## src/rtl/tick_period_meter_pkg.sv

```systemverilog
// Shared types and default sizing for the tick period meter.
package tick_period_meter_pkg;

  localparam int DEF_CNT_W  = 16;
  localparam int DEF_LOCK_N = 4;

  typedef enum logic {
    IDLE = 1'b0,
    MEAS = 1'b1
  } state_t;

endpackage

```

## src/rtl/tick_period_meter_edge_det.sv

```systemverilog
// Rising-edge detector for an mclk-synchronous pulse stream.
module tick_edge_det (
  input  logic mclk,
  input  logic rst_n,
  input  logic in,
  output logic rise
);

  logic in_q;

  always_ff @(posedge mclk) begin
    if (!rst_n) begin
      in_q <= 1'b0;
    end else begin
      in_q <= in;
    end
  end

  assign rise = in & ~in_q;

endmodule

```

## src/rtl/tick_period_meter.sv

```systemverilog
// Measures rise-to-rise spacing of tick_in in mclk cycles and declares lock
// once LOCK_N consecutive periods equal exp_period.
module tick_period_meter
  import tick_period_meter_pkg::*;
#(
  parameter int CNT_W  = DEF_CNT_W,
  parameter int LOCK_N = DEF_LOCK_N
) (
  input  logic             mclk,
  input  logic             rst_n,
  input  logic             tick_in,
  input  logic             clr,
  input  logic [CNT_W-1:0] exp_period,
  output logic [CNT_W-1:0] period,
  output logic             period_vld,
  output logic             locked,
  output logic             miss,
  output logic             ovf
);

  localparam int            MW        = $clog2(LOCK_N + 1);
  localparam logic [MW-1:0] MATCH_MAX = MW'(LOCK_N);

  state_t           state_q, state_d;
  logic [CNT_W-1:0] cnt_q, cnt_d;
  logic [CNT_W-1:0] period_q, period_d;
  logic [MW-1:0]    matchCnt_q, matchCnt_d;
  logic             periodVld_q, periodVld_d;
  logic             miss_q, miss_d;
  logic             ovf_q, ovf_d;
  logic             rise;
  logic             isMatch;

  tick_edge_det u_edge (
    .mclk  (mclk),
    .rst_n (rst_n),
    .in    (tick_in),
    .rise  (rise)
  );

  // A zero expectation can never be met, since a captured period is at least 1.
  assign isMatch = (exp_period != '0) && (cnt_q == exp_period);

  always_comb begin
    state_d     = state_q;
    cnt_d       = cnt_q;
    period_d    = period_q;
    matchCnt_d  = matchCnt_q;
    periodVld_d = 1'b0;
    miss_d      = 1'b0;
    ovf_d       = ovf_q;

    if (clr) begin
      state_d    = IDLE;
      cnt_d      = '0;
      period_d   = '0;
      matchCnt_d = '0;
      ovf_d      = 1'b0;
    end else begin
      case (state_q)
        IDLE: begin
          if (rise) begin
            state_d = MEAS;
            cnt_d   = CNT_W'(1);
          end
        end
        MEAS: begin
          if (rise) begin
            period_d    = cnt_q;
            cnt_d       = CNT_W'(1);
            periodVld_d = 1'b1;
            if (isMatch) begin
              if (matchCnt_q != MATCH_MAX) begin
                matchCnt_d = matchCnt_q + MW'(1);
              end
            end else begin
              matchCnt_d = '0;
              miss_d     = 1'b1;
            end
          end else if (cnt_q == '1) begin
            // Saturated without an edge: the period is unknowable, so re-arm.
            state_d    = IDLE;
            cnt_d      = '0;
            matchCnt_d = '0;
            ovf_d      = 1'b1;
          end else begin
            cnt_d = cnt_q + CNT_W'(1);
          end
        end
        default: state_d = IDLE;
      endcase
    end
  end

  always_ff @(posedge mclk) begin
    if (!rst_n) begin
      state_q     <= IDLE;
      cnt_q       <= '0;
      period_q    <= '0;
      matchCnt_q  <= '0;
      periodVld_q <= 1'b0;
      miss_q      <= 1'b0;
      ovf_q       <= 1'b0;
    end else begin
      state_q     <= state_d;
      cnt_q       <= cnt_d;
      period_q    <= period_d;
      matchCnt_q  <= matchCnt_d;
      periodVld_q <= periodVld_d;
      miss_q      <= miss_d;
      ovf_q       <= ovf_d;
    end
  end

  assign period     = period_q;
  assign period_vld = periodVld_q;
  assign miss       = miss_q;
  assign ovf        = ovf_q;
  assign locked     = (matchCnt_q == MATCH_MAX);

endmodule
```

## config.mk

```make
export PLATFORM = sky130hd
export DESIGN_NAME = tick_period_meter
export DESIGN_NICKNAME = d
export VERILOG_FILES = /design/src/rtl/tick_period_meter_pkg.sv /design/src/rtl/tick_period_meter_edge_det.sv /design/src/rtl/tick_period_meter.sv
export SDC_FILE = /design/constraint.sdc
export NUM_CORES = 1
export LEC_CHECK = 0
export CAP_MARGIN = 20
export CORE_MARGIN = 2
export CORE_UTILIZATION = 55
export DETAILED_ROUTE_END_ITERATION = 10
export GPL_TIMING_DRIVEN = 0
export PLACE_DENSITY = 0.85
export SYNTH_ARGS = -nofsm -noshare
export SYNTH_HDL_FRONTEND = slang
export SYNTH_HIERARCHICAL = 1
export SYNTH_SLANG_ARGS = --single-unit
```

## constraint.sdc

```tcl
create_clock -name mclk -period 4.75 [get_ports mclk]
set_input_delay 0.95 -clock mclk [delete_from_list [all_inputs] [get_ports mclk]]
set_output_delay 0.95 -clock mclk [all_outputs]
set_load 0.1 [all_outputs]
```

==> impl_metrics.ini <==
[finish]
fin_nets = 305
finish.utilization_pct = 73.2
nFillCells = 278
layout-drive-gt1-share_pct = 9.93
antenna_cells = 0
area_growth_pct = 24.9
final_area_mm2 = 0.00250

[worst_hold_path]
min_from = period[3]$_SDFFE_PP0P_
hold_path_class = reg -> reg

[floorplanning]
num_rows = 21
ios = 40
core_area_mm2 = 0.00342
die_width_um = 64.3
die_y_um = 64.3
initial_core_util_pct = 58.6
dieArea_mm2 = 0.00414

[worst_setup_path]
r2r_start = cnt_q[1]$_SDFFE_PP0P_
worstSetupPathType = reg -> out
path_buf_inv = 2
critPathMaxFanout = 3
critPathLaunch = matchCnt_q[0]$_SDFFE_PP0P_
critical-path-top-delay-family = buffers and inverters
slowest_stage = clkdlybuf4s50_1
endpoint_kind = output pin
crit_chain = inv_1, ha_1, and2_1, clkdlybuf4s50_1
cp-start-kind = register
crit_arrival_ns = 2.23
critPathMaxStageDelay_ns = 1.13
required_ns = 3.80

[power_and_ir_drop]
p_seq_share_pct = 61.1
irDropWorstVdd_v = 0.000132
swShare_pct = 25.0
finalPower_mw = 0.557
combPwrFrac_pct = 9.4
power_density_mw_per_mm2 = 223
p_clk_share_pct = 29.5
p_switching_mw = 0.139
p_leak_nw = 0.849
p_int_mw = 0.418

[placement]
port_buffers = 39
place.gp.congestion = 0.899
pre_cts_ws_ns = 1.94
place_area_mm2 = 0.00245
hpwl_um = 3450

[sta]
fmaxAchievable_mhz = 315
rsz0062_at_grt = false
finalWorstSetupSlack_ns = 1.57
finalSetupViolations = 0
min_period_ns = 3.18
slew-limit-headroom_pct = 34.9
maxSlewViolCount = 0
fin_setup_tns_ns = 0
hold_violations = 0
finClkSkew_ns = 0.0115
worst_pin_slew_ns = 0.974
min_period_over_period_pct = 66.8

[logic_synthesis]
muxShareOfSynthArea_pct = 1.56
mappedNetlistArea_mm2 = 0.00200
yosysMostFrequentCell = nand2_1
yosysWarnings = 6
synth_top_area_share_pct = 40.0
synthArstFlopShare_pct = 0
syn_inst = 236
synth-xor-area-share_pct = 10.5
postSynthAreaPerCell_um2 = 8.48
synth_area_leaders = dfxtp_1 40%, nand2_1 8.6%, xor2_1 6.6%, a21oi_1 5.5%, xnor2_1 3.9%
synth_seq_cells = 40
synth_largest_area_cell = dfxtp_1
ys_types = 42
synth_compound_area_share_pct = 13.4
synth-main-ff-cell = dfxtp_1
synth_top_family_by_area = simple AND/OR/NAND/NOR gates
synth-simple-area-share_pct = 28.1
synth_edf_count = 0
ys_seq_area_share_pct = 40.0
synth_fa_ha_area_share_pct = 1.88
syn_nets = 259
synth_common_cells = 46 x nand2_1, 40 x dfxtp_1, 22 x a21oi_1, 15 x nor2_1, 15 x xor2_1

[route]
routed_wl_um = 4500
drt_first_pass_iters = 4
first_iter_violations = 127
ant_nets = 0
routed.top_layer = met4
dr_wl_met2_um = 2090
via_count = 1798
wl_met3_um = 299
m1WireLength_um = 2040
drc_errors = 0
routedWlPerCell_um = 13.7
vias_per_cell = 5.48

[global_route]
grt_pass1_vias = 1800
track_usage_pct = 24.7
grt_antenna_before_repair = 0
grt_max_degree = 13
overflow = 0
grt_first_pass_wirelength_um = 8000

[clock_tree]
cts_tree = built
htreeDepth = 2
root_buffer = clkbuf_4
post_cts_resized = 0
path_clk_slew_ns = 0.12
insertion_delay_ns = 0.35
cts_buffer_depth = 2
postCtsSetupBuffers = 0
cts_sinks = 40
hold_buffers = 0
numCtsBuffers = 5

[run]
max-cap-violations = 0

[status]
outcome = finished, final reports clean
[flip-flops by register name, summed over array words and instances (netlist names)]
| name | cells |
|---|---|
| cnt_q | 16 |
| matchCnt_q | 3 |
| miss | 1 |
| ovf | 1 |
| period | 16 |
| period_vld | 1 |
| state_q | 1 |
| u_edge/in_q | 1 |
[through the flow]
step	hold slack [ns]	std cells
after detailed placement	0.448	321
after global routing	0.483	328
after floorplan	0.451	236
after global placement	0.443	321
after CTS	0.464	328
final	0.460	328
[routing by layer]
layer,GRT usage (%),vias to the layer above
li1,-,901
met5,0,-
met3,5.63,11
met2,40.8,49
met1,31.3,837
met4,9.31,0
[placed cells by master, fill, tap and decap left out, drive strengths merged, types with 9 or more instances in the layout]
master / netlist / final
xnor2: 9 / 9
dfxtp: 40 / 40
nor2: 16 / 16
clkdlybuf4s50: 0 / 39
a21oi: 22 / 22
nand2: 46 / 46
xor2: 15 / 15
nand4: 13 / 13
clkbuf: 7 / 12
nor4: 9 / 9
[worst reg2reg max path: stages (launching register included)]
cell,delay (ns)
dfxtp_1,0.51
ha_1,0.28
nand3_1,0.20
o41ai_4,0.49
nor2_4,0.13
o2bb2ai_2,0.14
a21o_1,0.17
[worst paths after layout]
kind / end / slack [ns] / cells after the start
setup reg to reg: cnt_q[13]$_SDFFE_PP0P_ / 2.74 / 6
hold reg to reg: period[3]$_SDFFE_PP0P_ / 0.46 / 2
setup / recovery: locked / 1.57 / 4
hold / removal: period[3]$_SDFFE_PP0P_ / 0.46 / 2
[layout make-up]
cell class              instances  area [um^2]  area share, %
plain buffers                  14         65.1           2.60
clock buffers                   5         37.5           1.50
clock inverters                 2         12.5          0.501
inverters                       7         26.3           1.05
multi-input cells             175         1110           44.4
flip-flops and latches         40          801           32.0
well taps                      46         57.6           2.30
repair buffers                 39          390           15.6
[power by group through the flow]
stage,Clock (mW),Sequential (mW),Combinational [mW]
6_report,0.164,0.340,0.0525
5_1_grt,0.185,0.341,0.0568
4_1_cts,0.169,0.340,0.0525
3_5_place_dp,0,0.348,0.0521
3_3_place_gp,0,0.348,0.0514
2_1_floorplan,0,0.348,0.0252
[logic make-up after synthesis]
| kind of cell | after synthesis |
|---|---|
| adder cells (fa/ha/maj) | 3 |
| XOR/XNOR | 24 |
| AND/OR/NAND/NOR | 105 |
| buffers and inverters | 21 |
| AO/OA/AOI/OAI | 40 |
| flip-flops | 40 |
| multiplexers | 3 |
(Power assumes the default switching activity.)
